`src/rtl/capture_pkg.sv`:
```
// Shared constants and state encoding for the capture enable sequencer and its wrapper.
package capture_pkg;

    localparam int unsigned FCNT_W_DEF      = 16;
    localparam int unsigned TO_W_DEF        = 24;
    localparam int unsigned TIMEOUT_CYC_DEF = 1_000_000;

    typedef enum logic [1:0] {
        ST_IDLE    = 2'd0,
        ST_ARM     = 2'd1,
        ST_CAPTURE = 2'd2,
        ST_DRAIN   = 2'd3
    } cap_state_e;

endpackage

```
`src/rtl/capture_ctrl_if.sv`:
```
// Host command / camera sideband / capture-enable bundle between CSR logic and capture_ctrl.
interface capture_ctrl_if #(
    parameter int unsigned FCNT_W = capture_pkg::FCNT_W_DEF
);
    logic              cmd_start;
    logic              cmd_stop;
    logic              cmd_abort;
    logic [FCNT_W-1:0] cfg_frames;
    logic              cam_valid;
    logic              cam_sof;
    logic              cap_enable;
    logic              busy;
    logic              done;
    logic              timeout_err;
    logic [FCNT_W-1:0] frames_done;

    modport master (
        output cmd_start, cmd_stop, cmd_abort, cfg_frames, cam_valid, cam_sof,
        input  cap_enable, busy, done, timeout_err, frames_done
    );

    modport slave (
        input  cmd_start, cmd_stop, cmd_abort, cfg_frames, cam_valid, cam_sof,
        output cap_enable, busy, done, timeout_err, frames_done
    );
endinterface

```
`src/rtl/cap_watchdog.sv`:
```
// SOF watchdog: saturating cycle counter, fires after TIMEOUT_CYC running cycles without a clear.
module cap_watchdog #(
    parameter int unsigned TO_W        = 24,
    parameter int unsigned TIMEOUT_CYC = 1_000_000
) (
    input  logic clk,
    input  logic rst,
    input  logic clear,
    input  logic run,
    output logic fire_c
);
    localparam bit              WD_EN    = (TIMEOUT_CYC != 0);
    localparam logic [TO_W-1:0] CNT_MAX  = '1;
    localparam logic [TO_W-1:0] LIMIT_M1 = TO_W'(TIMEOUT_CYC - 1);

    logic [TO_W-1:0] cnt;

    // cnt holds the number of completed running cycles since the last clear
    always_ff @(posedge clk or posedge rst) begin
        if (rst) begin
            cnt <= '0;
        end else if (clear) begin
            cnt <= '0;
        end else if (run && cnt != CNT_MAX) begin
            cnt <= cnt + TO_W'(1);
        end
    end

    // Fires in the TIMEOUT_CYC-th running cycle, so busy lasts exactly TIMEOUT_CYC cycles
    assign fire_c = WD_EN && run && (cnt >= LIMIT_M1);

endmodule

```
`src/rtl/capture_ctrl.sv`:
```
// Frame-aligned enable sequencer for the pixel capture stage: burst/continuous, stop, abort, watchdog.
module capture_ctrl
    import capture_pkg::*;
#(
    parameter int unsigned FCNT_W      = FCNT_W_DEF,
    parameter int unsigned TO_W        = TO_W_DEF,
    parameter int unsigned TIMEOUT_CYC = TIMEOUT_CYC_DEF
) (
    input  logic           clk,
    input  logic           rst,
    capture_ctrl_if.slave  bus
);
    cap_state_e        state;
    logic [FCNT_W-1:0] frames_q;
    logic [FCNT_W-1:0] cfg_q;
    logic              busy_q;
    logic              done_q;
    logic              to_err_q;
    logic              sof_beat;
    logic              count_met;
    logic              wd_run;
    logic              wd_clear;
    logic              wd_fire_c;
    logic              cap_en_c;

    assign sof_beat  = bus.cam_valid & bus.cam_sof;
    assign count_met = (cfg_q != '0) && (frames_q == cfg_q);
    assign wd_run    = (state != ST_IDLE);
    assign wd_clear  = (state == ST_IDLE) | sof_beat;

    cap_watchdog #(
        .TO_W        (TO_W),
        .TIMEOUT_CYC (TIMEOUT_CYC)
    ) u_wd (
        .clk    (clk),
        .rst    (rst),
        .clear  (wd_clear),
        .run    (wd_run),
        .fire_c (wd_fire_c)
    );

    // Abort and watchdog override everything; stop beats SOF handling within each state
    always_ff @(posedge clk or posedge rst) begin
        if (rst) begin
            state    <= ST_IDLE;
            busy_q   <= 1'b0;
            done_q   <= 1'b0;
            to_err_q <= 1'b0;
            frames_q <= '0;
            cfg_q    <= '0;
        end else begin
            done_q   <= 1'b0;
            to_err_q <= 1'b0;
            if (state != ST_IDLE && (bus.cmd_abort || wd_fire_c)) begin
                state    <= ST_IDLE;
                busy_q   <= 1'b0;
                to_err_q <= !bus.cmd_abort;
            end else begin
                case (state)
                    ST_IDLE: begin
                        if (bus.cmd_start && !bus.cmd_abort) begin
                            state    <= ST_ARM;
                            busy_q   <= 1'b1;
                            cfg_q    <= bus.cfg_frames;
                            frames_q <= '0;
                        end
                    end
                    ST_ARM: begin
                        if (bus.cmd_stop) begin
                            state  <= ST_IDLE;
                            busy_q <= 1'b0;
                            done_q <= 1'b1;
                        end else if (sof_beat) begin
                            state    <= ST_CAPTURE;
                            frames_q <= FCNT_W'(1);
                        end
                    end
                    ST_CAPTURE: begin
                        // Every SOF seen here is captured, so it is counted even alongside stop
                        if (sof_beat) begin
                            frames_q <= frames_q + FCNT_W'(1);
                        end
                        if (bus.cmd_stop || count_met) begin
                            state <= ST_DRAIN;
                        end
                    end
                    ST_DRAIN: begin
                        if (sof_beat) begin
                            state  <= ST_IDLE;
                            busy_q <= 1'b0;
                            done_q <= 1'b1;
                        end
                    end
                    default: begin
                        state  <= ST_IDLE;
                        busy_q <= 1'b0;
                    end
                endcase
            end
        end
    end

    // Enable opens on the first SOF beat and closes on the SOF after the last frame
    always_comb begin
        cap_en_c = 1'b0;
        case (state)
            ST_ARM:     cap_en_c = sof_beat;
            ST_CAPTURE: cap_en_c = 1'b1;
            ST_DRAIN:   cap_en_c = !sof_beat;
            default:    cap_en_c = 1'b0;
        endcase
        if (bus.cmd_abort || wd_fire_c) begin
            cap_en_c = 1'b0;
        end
    end

    assign bus.cap_enable  = cap_en_c;
    assign bus.busy        = busy_q;
    assign bus.done        = done_q;
    assign bus.timeout_err = to_err_q;
    assign bus.frames_done = frames_q;

endmodule

```
`src/flat_wrapper.sv`:
```
// flat-port wrapper written by rule: the top's interface ports become plain ports
module capture_ctrl_flat import capture_pkg::*;
#(
    parameter int unsigned FCNT_W      = FCNT_W_DEF,
    parameter int unsigned TO_W        = TO_W_DEF,
    parameter int unsigned TIMEOUT_CYC = TIMEOUT_CYC_DEF
)
  (clk, rst, bus_cmd_start, bus_cmd_stop, bus_cmd_abort, bus_cfg_frames, bus_cam_valid, bus_cam_sof, bus_cap_enable, bus_busy, bus_done, bus_timeout_err, bus_frames_done);
  capture_ctrl_if #(.FCNT_W(FCNT_W)) bus_i ();
  input  logic clk;
  input  logic rst;
  input wire logic [$bits(bus_i.cmd_start)-1:0] bus_cmd_start;
  input wire logic [$bits(bus_i.cmd_stop)-1:0] bus_cmd_stop;
  input wire logic [$bits(bus_i.cmd_abort)-1:0] bus_cmd_abort;
  input wire logic [$bits(bus_i.cfg_frames)-1:0] bus_cfg_frames;
  input wire logic [$bits(bus_i.cam_valid)-1:0] bus_cam_valid;
  input wire logic [$bits(bus_i.cam_sof)-1:0] bus_cam_sof;
  output wire logic [$bits(bus_i.cap_enable)-1:0] bus_cap_enable;
  output wire logic [$bits(bus_i.busy)-1:0] bus_busy;
  output wire logic [$bits(bus_i.done)-1:0] bus_done;
  output wire logic [$bits(bus_i.timeout_err)-1:0] bus_timeout_err;
  output wire logic [$bits(bus_i.frames_done)-1:0] bus_frames_done;
  assign bus_i.cmd_start = bus_cmd_start;
  assign bus_i.cmd_stop = bus_cmd_stop;
  assign bus_i.cmd_abort = bus_cmd_abort;
  assign bus_i.cfg_frames = bus_cfg_frames;
  assign bus_i.cam_valid = bus_cam_valid;
  assign bus_i.cam_sof = bus_cam_sof;
  assign bus_cap_enable = bus_i.cap_enable;
  assign bus_busy = bus_i.busy;
  assign bus_done = bus_i.done;
  assign bus_timeout_err = bus_i.timeout_err;
  assign bus_frames_done = bus_i.frames_done;
  capture_ctrl #(.FCNT_W(FCNT_W), .TO_W(TO_W), .TIMEOUT_CYC(TIMEOUT_CYC)) u_core (.clk(clk), .rst(rst), .bus(bus_i));
endmodule
```
`config.mk`:
```
export PLATFORM = sky130hd
export DESIGN_NAME = capture_ctrl_flat
export DESIGN_NICKNAME = d
export VERILOG_FILES = /design/src/rtl/capture_pkg.sv /design/src/rtl/capture_ctrl_if.sv /design/src/rtl/cap_watchdog.sv /design/src/rtl/capture_ctrl.sv /design/src/flat_wrapper.sv
export SDC_FILE = /design/constraint.sdc
export NUM_CORES = 1
export LEC_CHECK = 0
export CORE_MARGIN = 2
export CORE_UTILIZATION = 40
export DETAILED_ROUTE_END_ITERATION = 12
export PLACE_DENSITY = 0.6
export SLEW_MARGIN = 30
export SYNTH_ARGS = -nofsm -noshare
export SYNTH_HDL_FRONTEND = slang
export SYNTH_SLANG_ARGS = --single-unit
```
`constraint.sdc`:
```
create_clock -name clk -period 2.61 [get_ports clk]
set_clock_uncertainty 0.2 [all_clocks]
set_input_delay 0.261 -clock clk [delete_from_list [all_inputs] [get_ports clk]]
set_output_delay 0.261 -clock clk [all_outputs]
set_load 0.02 [all_outputs]
```
# Word level (Yosys, flattened, before mapping)
# Cells that the tools add are included.
# totals
regBits	61
latchBits	0
ramBits	0
out_inout_bits	20
in_bits	23
n_memories	0
romBits	0
# classes
div	0
mux	26
shift	0
eq_ne	14
reduce_logical	19
mul	0
bitwise_logic	3
magnitude_cmp	1
add_sub_neg	2
# op_table
cell	n
16-bit 2-to-1 mux	4
24-bit 2-to-1 mux	2
16-bit one-hot mux with 3 select lines	1
24-bit by 1-bit adder with 24-bit output (second input constant)	1
24-bit by 20-bit >= comparator with 1-bit output (second input constant)	1
24-bit != test (second input constant)	1
16-bit by 1-bit adder with 16-bit output (second input constant)	1
16-bit == test	1
16-bit nonzero test	1
2-bit 2-to-1 mux	6
1-bit 2-to-1 mux	9
2-bit one-hot mux with 4 select lines	1
4-bit AND reduction	2
3-bit by 1-bit != test with 1-bit output (second input constant)	2
1-bit one-hot mux with 3 select lines	2
6-bit AND reduction	1
1-bit logical AND	5
2-bit == test (second input constant)	2
2-bit by 1-bit != test with 1-bit output (second input constant)	2
2-bit != test (second input constant)	2
4-bit by 2-bit != test with 1-bit output (second input constant)	1
2-bit nonzero test	2
4-bit nonzero test	1
3-bit by 2-bit != test with 1-bit output (second input constant)	1
11 further kinds	13

# Longest topological paths before layout
# Gate-level depths: netlist (run 1).
# depth
ltp_word	6
depth_mapped	9

# Hierarchy
# From an unflattened synthesis (run 1), not the netlist that was laid out.
# unflattened
cells_unflattened	370
area_unflattened_um2	3462.1
# modules_own_cells
module	seq_area_each_um2	cells_per_inst	area_per_inst_um2	n_inst
capture_ctrl	925.9	218	2090.8	1
cap_watchdog	600.6	152	1371.3	1

# Worst setup path after synthesis (run 1)
# No wires, ideal clock.
# synth_path
path_type	reg-to-output
startpoint	register u_core.u_wd.cnt[11]
endpoint	output port bus_cap_enable
setup_slack_ps	41
path_stages_with_launch	6
required_time_ps	2149
n_path_buf	0
t_arrival_ps	2108
cell_sequence	dfrtp_1 > or3_4 > o221a_4 > a211oi_1 > o21ai_0 > a311oi_1
# synth_via
elab_chain_len	4
# synth_rtl
element	line_no	text
from (decl)	cap_watchdog.sv:16	logic [TO_W-1:0] cnt;
from (signal assigned)	cap_watchdog.sv:25	cnt <= cnt + TO_W'(1);
24-bit by 20-bit >= comparator with 1-bit output	cap_watchdog.sv:30	assign fire_c = WD_EN && run && (cnt >= LIMIT_M1);
1-bit logical AND	cap_watchdog.sv:30	
1-bit logical OR	capture_ctrl.sv:112	if (bus.cmd_abort || wd_fire_c) begin
1-bit 2-to-1 mux	capture_ctrl.sv:112	
to (decl)	flat_wrapper.sv:18	output wire logic [$bits(bus_i.cap_enable)-1:0] bus_cap_enable;
# Every way passes these cells.

# Worst setup path in the final report (run 1)
# layout_path
startpoint	register u_core.u_wd.cnt[12]
endpoint	output port bus_cap_enable
# The elaborated chain is that of the path after synthesis.

==> results of run 1 <==
==> timing repair <==
item,in CTS,in global routing
resized for setup,8,5
pin swaps,2,4
hold buffers,0,0
endpoints found under the setup margin,1,15
==> path summary, 6_finish.rpt <==
path | from | endpoint | slack (ns) | cells after the start
setup / recovery | u_core.u_wd.cnt[12] | bus_cap_enable | 0.06 | 6
hold / removal | rst | u_core.cfg_q[7] | 0.08 | 3
setup reg to reg | u_core.u_wd.cnt[12] | u_core.bus.frames_done[4] | 0.25 | 8
hold reg to reg | u_core.cfg_q[15] | u_core.cfg_q[15] | 0.36 | 1
max in group asynchronous | rst | u_core.state[0] | 1.82 | 3
min in group clk | bus_cfg_frames[8] | u_core.cfg_q[8] | 0.33 | 2
==> registers in the layout, summed over array words and instances (netlist names) <==
name,cells
u_core.bus.frames_done,16
u_core.cfg_q,16
u_core.bus.done,1
u_core.state,2
u_core.bus.busy,1
u_core.bus.timeout_err,1
u_core.u_wd.cnt,24
==> cells in the mapped netlist (all sizes together), types with 4 or more instances <==
master | n | area (µm²)
a21oi | 25 | 125
and3 | 8 | 50.1
buf | 4 | 35.0
clkbuf | 11 | 41.3
dfrtp | 61 | 1530
ha | 6 | 75.1
inv | 10 | 37.5
mux2 | 16 | 180
nand2 | 28 | 105
nand2b | 9 | 63.8
nand3 | 18 | 90.1
nand4 | 6 | 37.5
nor2 | 12 | 45.0
nor3 | 4 | 20.0
nor4 | 10 | 68.8
o211ai | 9 | 72.6
o21ai | 31 | 159
o221ai | 6 | 52.6
o2bb2ai | 13 | 114
or2 | 7 | 43.8
or3 | 23 | 149
xor2 | 16 | 140
==> stage by stage <==
| step | total power [µW] | cell area (µm²) | setup TNS [ns] |
|---|---|---|---|
| finish | 3460 | 4650 | 0 |
| global route | 3690 | 4650 | -0.0458 |
| CTS | 3490 | 4620 | 0 |
| detailed placement | 2510 | 4390 | -0.255 |
| global placement | 2480 | 4390 | -0.264 |
| floorplan | 2100 | 3540 | 0 |
==> critical path, stage by stage, from the launching register on <==
cell and delay (ns):
dfrtp_1 0.38, or3_4 0.40, o221a_4 0.27, a211oi_4 0.18, o21ai_1 0.11, a311oi_1 0.20
buf_2 0.21
==> layout make-up <==
| type | count | area share, % |
|---|---|---|
| clock buffers | 10 | 2.96 |
| multi-input cells | 282 | 41.8 |
| clock inverters | 6 | 1.86 |
| flip-flops and latches | 61 | 32.9 |
| repair buffers | 87 | 16.8 |
| inverters | 10 | 0.808 |
| well taps | 108 | 2.91 |
==> cells by family after synthesis <==
logic type               share of synthesized area (%)
AND/OR/NAND/NOR                                   21.6
adder cells (fa/ha/maj)                           2.12
flip-flops                                        43.1
buffers and inverters                             3.22
AO/OA/AOI/OAI                                     19.8
XOR/XNOR                                          4.21
multiplexers                                      5.94
==> layer usage <==
layer,wire [µm],vias to the layer above,GRT usage [%]
met5,0,-,0
met4,69,0,7.26
met3,468,8,3.22
met2,3940,75,28.5
met1,4300,1553,28.5
li1,-,1543,-
==> power breakdown <==
group / internal (µW) / total [µW] / switching, µW
Combinational: 574 / 1200 / 626
Clock: 562 / 963 / 401
Sequential: 1120 / 1300 / 179
==> reports/summary.txt, run 1 <==
outcome = completed
Final Core Density = 53.8%
1st-iter DRT viols = 169
total number of yosys warnings = 0
pin count of the biggest net entering global routing = 62
Async SR Flop Fraction = 100%
Syn Inst Count = 368
die area = 9610 µm²
multi-input gate area in the final layout = 1940 µm²
Worst setup EP type = output port
hold crit path type = in -> async
clk_lat worst skew = 0.34 ns
most frequent cells in the layout = 61 x dfrtp_1, 42 x buf_4, 41 x clkdlybuf4s50_1, 29 x o21ai_0, 28 x nand2_1
post-CTS setup buffers = 0
routed length per placed instance = 15.6 µm
Crit Path Class = reg -> out
Netlist cell types = 50
total number of vias = 3,179
CP startpoint kind = flop
detailed-route vias per instance = 5.64
Rows = 34
CTS tree = built
Syn-to-layout area delta = 31.3%
IO Pins = 43
chip height = 98.1 µm
core footprint = 8640 µm²
ys flop type = dfrtp_1
Final Hold Fails = 0
fin crit period = 2.55 ns
Slew Limit Fails = 0
DR DRC count = 0
worst hold slack = 0.0846 ns
max_cap viols = 0
DRT Wirelength = 8.78 mm
register area share after synthesis = 43.1%
fill count = 801
Buffers on Ports = 42
initial antenna violation count = 0
Worst Tran Pin Value = 0.470 ns
Slew headroom = 68.7%
CTS buffer count = 9
synthesized flop and latch total = 61
Initial Utilization = 41.0%
fraction of layout cells with a size suffix above 1 = 21.5%
RD Place Congestion = 0.847
Detail Route Antenna Nets = 0
final worst slack = 0.0648 ns
diode count = 0
post-synthesis area per instance = 9.62 µm²
Max FO, Critical Path = 2
first-pass GRT wire length = 15.0 mm
total grt overflow = 0
Reg area = 1530 µm²
post-DP HPWL = 6.41 mm
GRT Util Overall = 19.3%
Mapped Area = 3540 µm²
commonest non-fill, non-tap cell in the layout = dfrtp_1
Root Driver = clkbuf_8
fin nets = 480
Sink Count = 61
final std cells w/o fill = 564
vias in the first global route = 3,035
Critical Path AT = 2.08 ns
clk slew on worst S/H paths = 0.08 ns
pre-CTS WS = -0.255 ns
CTS Buffer Depth = 2
Die X = 98.1 µm
fin crit share = 97.5%
final setup violation count = 0
H-tree depth = 3
critical path required time = 2.15 ns
Synth Net Count = 397
Placed Cells = 548
Max Fclk = 393 MHz
PwrDens = 745 nW/µm²
EDFF count, synth = 0
maximum VDD drop = 366 µV
RSZ-0062 raised after global routing = yes
Leakage Power = 0.00196 µW
Pre-antenna DRT Iters = 4
Power figures use the tool's default switching activity.
==> run 2: changes to the inputs <==
--- a/config.mk
+++ b/config.mk
@@ -6,9 +6,10 @@
 export NUM_CORES = 1
 export LEC_CHECK = 0
 export CORE_MARGIN = 2
-export CORE_UTILIZATION = 40
+export CORE_UTILIZATION = 32
 export DETAILED_ROUTE_END_ITERATION = 12
-export PLACE_DENSITY = 0.6
+export DONT_BUFFER_PORTS = 1
+export PLACE_DENSITY = 0.45
 export SLEW_MARGIN = 30
 export SYNTH_ARGS = -nofsm -noshare
 export SYNTH_HDL_FRONTEND = slang
==> run 2 against run 1 <==
Compared with the run above: first-iteration DRC count shrank 15%; utilization shrank 14 points; worst setup slack lost 0.014 ns; combinational power shrank 5%; sequential cell count is the same; highest routed layer unchanged.
==> reports/summary.txt, run 2 (synthesized netlist as in run 1, its figures left out) <==
critical path buffer and inverter count = 1
Clock Power Share = 26.7%
Slew Limit Fails = 0
end of the worst register-to-register path = u_core.bus.frames_done[2]
Leakage Power = 0.00176 µW
clk slew on worst S/H paths = 0.07 ns
vias in the first global route = 2,963
Max Fclk = 391 MHz
fraction of layout cells with a size suffix above 1 = 18.7%
Pre-antenna DRT Iters = 4
beginning of the worst hold path = bus_cam_sof
fin crit period = 2.56 ns
Layout Cell Area excl Fill = 4300 µm²
DR DRC count = 0
pre-CTS WS = 0.213 ns
Syn-to-layout area delta = 21.5%
Crit Path Class = reg -> out
Worst Reg2Reg Path Length in Cells = 6
combinational share of power = 33.8%
CTS buffer count = 9
IO Pins = 43
Buffers on Ports = 0
outcome = completed
flop2flop setup slack = 0.21 ns
PwrDens = 781 nW/µm²
commonest non-fill, non-tap cell in the layout = dfrtp_1
Critical Path AT = 2.10 ns
Final Hold Fails = 0
cell family with most CP delay = compound AO/OA/AOI/OAI gates
Sink Count = 61
Worst Tran Pin Value = 0.523 ns
routed length per placed instance = 17.1 µm
max reg flops = 24
Final Core Density = 39.8%
Hold EP = u_core.u_wd.cnt[2]
initial antenna violation count = 0
most frequent cells in the layout = 61 x dfrtp_1, 28 x nand2_1, 28 x o21ai_0, 27 x buf_4, 25 x a21oi_1
setup TNS = 0 ns
Rows = 38
max_cap viols = 0
Biggest register = u_core.u_wd.cnt
Worst setup EP type = output port
core footprint = 10,800 µm²
total number of vias = 3,039
Root Driver = clkbuf_8
pin count of the biggest net entering global routing = 62
Net Sw Power = 1220 µW
Max FO, Critical Path = 4
P_int = 2140 µW
H-tree depth = 3
RSZ-0062 raised after global routing = yes
Critical R2R Launch = u_core.u_wd.cnt[22]
1st-iter DRT viols = 144
CTS tree = built
die area = 11,900 µm²
hold crit path type = in -> reg
fin crit share = 98.0%
final worst slack = 0.0510 ns
Sw Share = 36.4%
first-pass GRT wire length = 15.6 mm
detailed-route vias per instance = 5.46
clk_lat worst skew = 0.35 ns
worst hold slack = 0.0160 ns
CP startpoint kind = flop
Flop pwr share = 39.5%
Hold Crit Depth = 3
GRT Util Overall = 17.2%
Detail Route Antenna Nets = 0
area post-placement = 3860 µm²
RD Place Congestion = 0.822
chip height = 109 µm
post-DP HPWL = 6.74 mm
Initial Utilization = 32.8%
DRT Wirelength = 9.50 mm
final setup violation count = 0
Slew headroom = 65.1%
slowest CP cell = or3_4
Die X = 109 µm
maximum VDD drop = 364 µV
fin nets = 441
diode count = 0
CP Cell Sequence = or3_4, o221a_4, a211oi_4, o21ai_1, a311oi_1, buf_4
critical path required time = 2.15 ns
CTS Buffer Depth = 2
total grt overflow = 0
Max stage delay on crit path = 0.40 ns
## run 2: cell count changes in the layout (fill, tap and decap cells not counted), sizes merged
cell	delta
clkinvlp	-1
clkdlybuf4s50	-41
clkbuf	+3
dlygate4sd3	+20
buf	-18
clkinv	-1
bufinv	-1
## run 2: stage by stage
stage / total power, µW / instances
after floorplan: 2100 / 368
after global placement: 2430 / 520
after detailed placement: 2450 / 520
after CTS: 3390 / 557
after global routing: 3580 / 557
final: 3360 / 557
## run 2: final cells by class
class	instances	area [µm²]
clock buffers	13	159
clock inverters	3	43.8
fillers	1061	6490
inverters	10	37.5
multi-input cells	282	1930
flip-flops and latches	61	1530
well taps	140	175
repair buffers	48	423
## run 2: power by group through the flow
stage / registers (µW) / clock network, µW / logic (µW)
floorplan: 1280 / 0 / 816
global placement: 1340 / 0 / 1090
detailed placement: 1350 / 0 / 1110
CTS: 1330 / 921 / 1140
global route: 1360 / 952 / 1270
finish: 1320 / 896 / 1140
## run 2: worst min-delay path, stage by stage
cell     delay, ns
a21oi_1       0.12
o21ai_0       0.10
nor2_1        0.04
## run 2: what timing repair did
item	4_1_cts	5_1_grt
setup buffers	1	0
resized for setup	4	3
hold buffers	20	0
endpoints found under the setup margin	1	1
hold endpoints to repair	82	0
pin swaps	3	1
## run 2: routing by layer
| metal | part of all wire (%) | vias to the layer above | global-route usage, % |
|---|---|---|---|
| li1 | - | 1473 | - |
| met1 | 51 | 1494 | 25.3 |
| met2 | 44 | 58 | 24.7 |
| met5 | 0 | - | 0 |
| met3 | 3.8 | 14 | 2.75 |
| met4 | 1.7 | 0 | 7.14 |
## run 2: how the worst max path moves through the flow
stage                   startpoint             end  slack, ns  depth (start not counted)
2_1_floorplan  u_core.u_wd.cnt[11]  bus_cap_enable       0.04                          5
3_3_place_gp   u_core.u_wd.cnt[10]  bus_cap_enable       0.20                          6
3_5_place_dp   u_core.u_wd.cnt[11]  bus_cap_enable       0.21                          6
4_1_cts        u_core.u_wd.cnt[22]  bus_cap_enable       0.01                          5
5_1_grt        u_core.u_wd.cnt[11]  bus_cap_enable      -0.05                          6
6_report       u_core.u_wd.cnt[10]  bus_cap_enable       0.05                          6
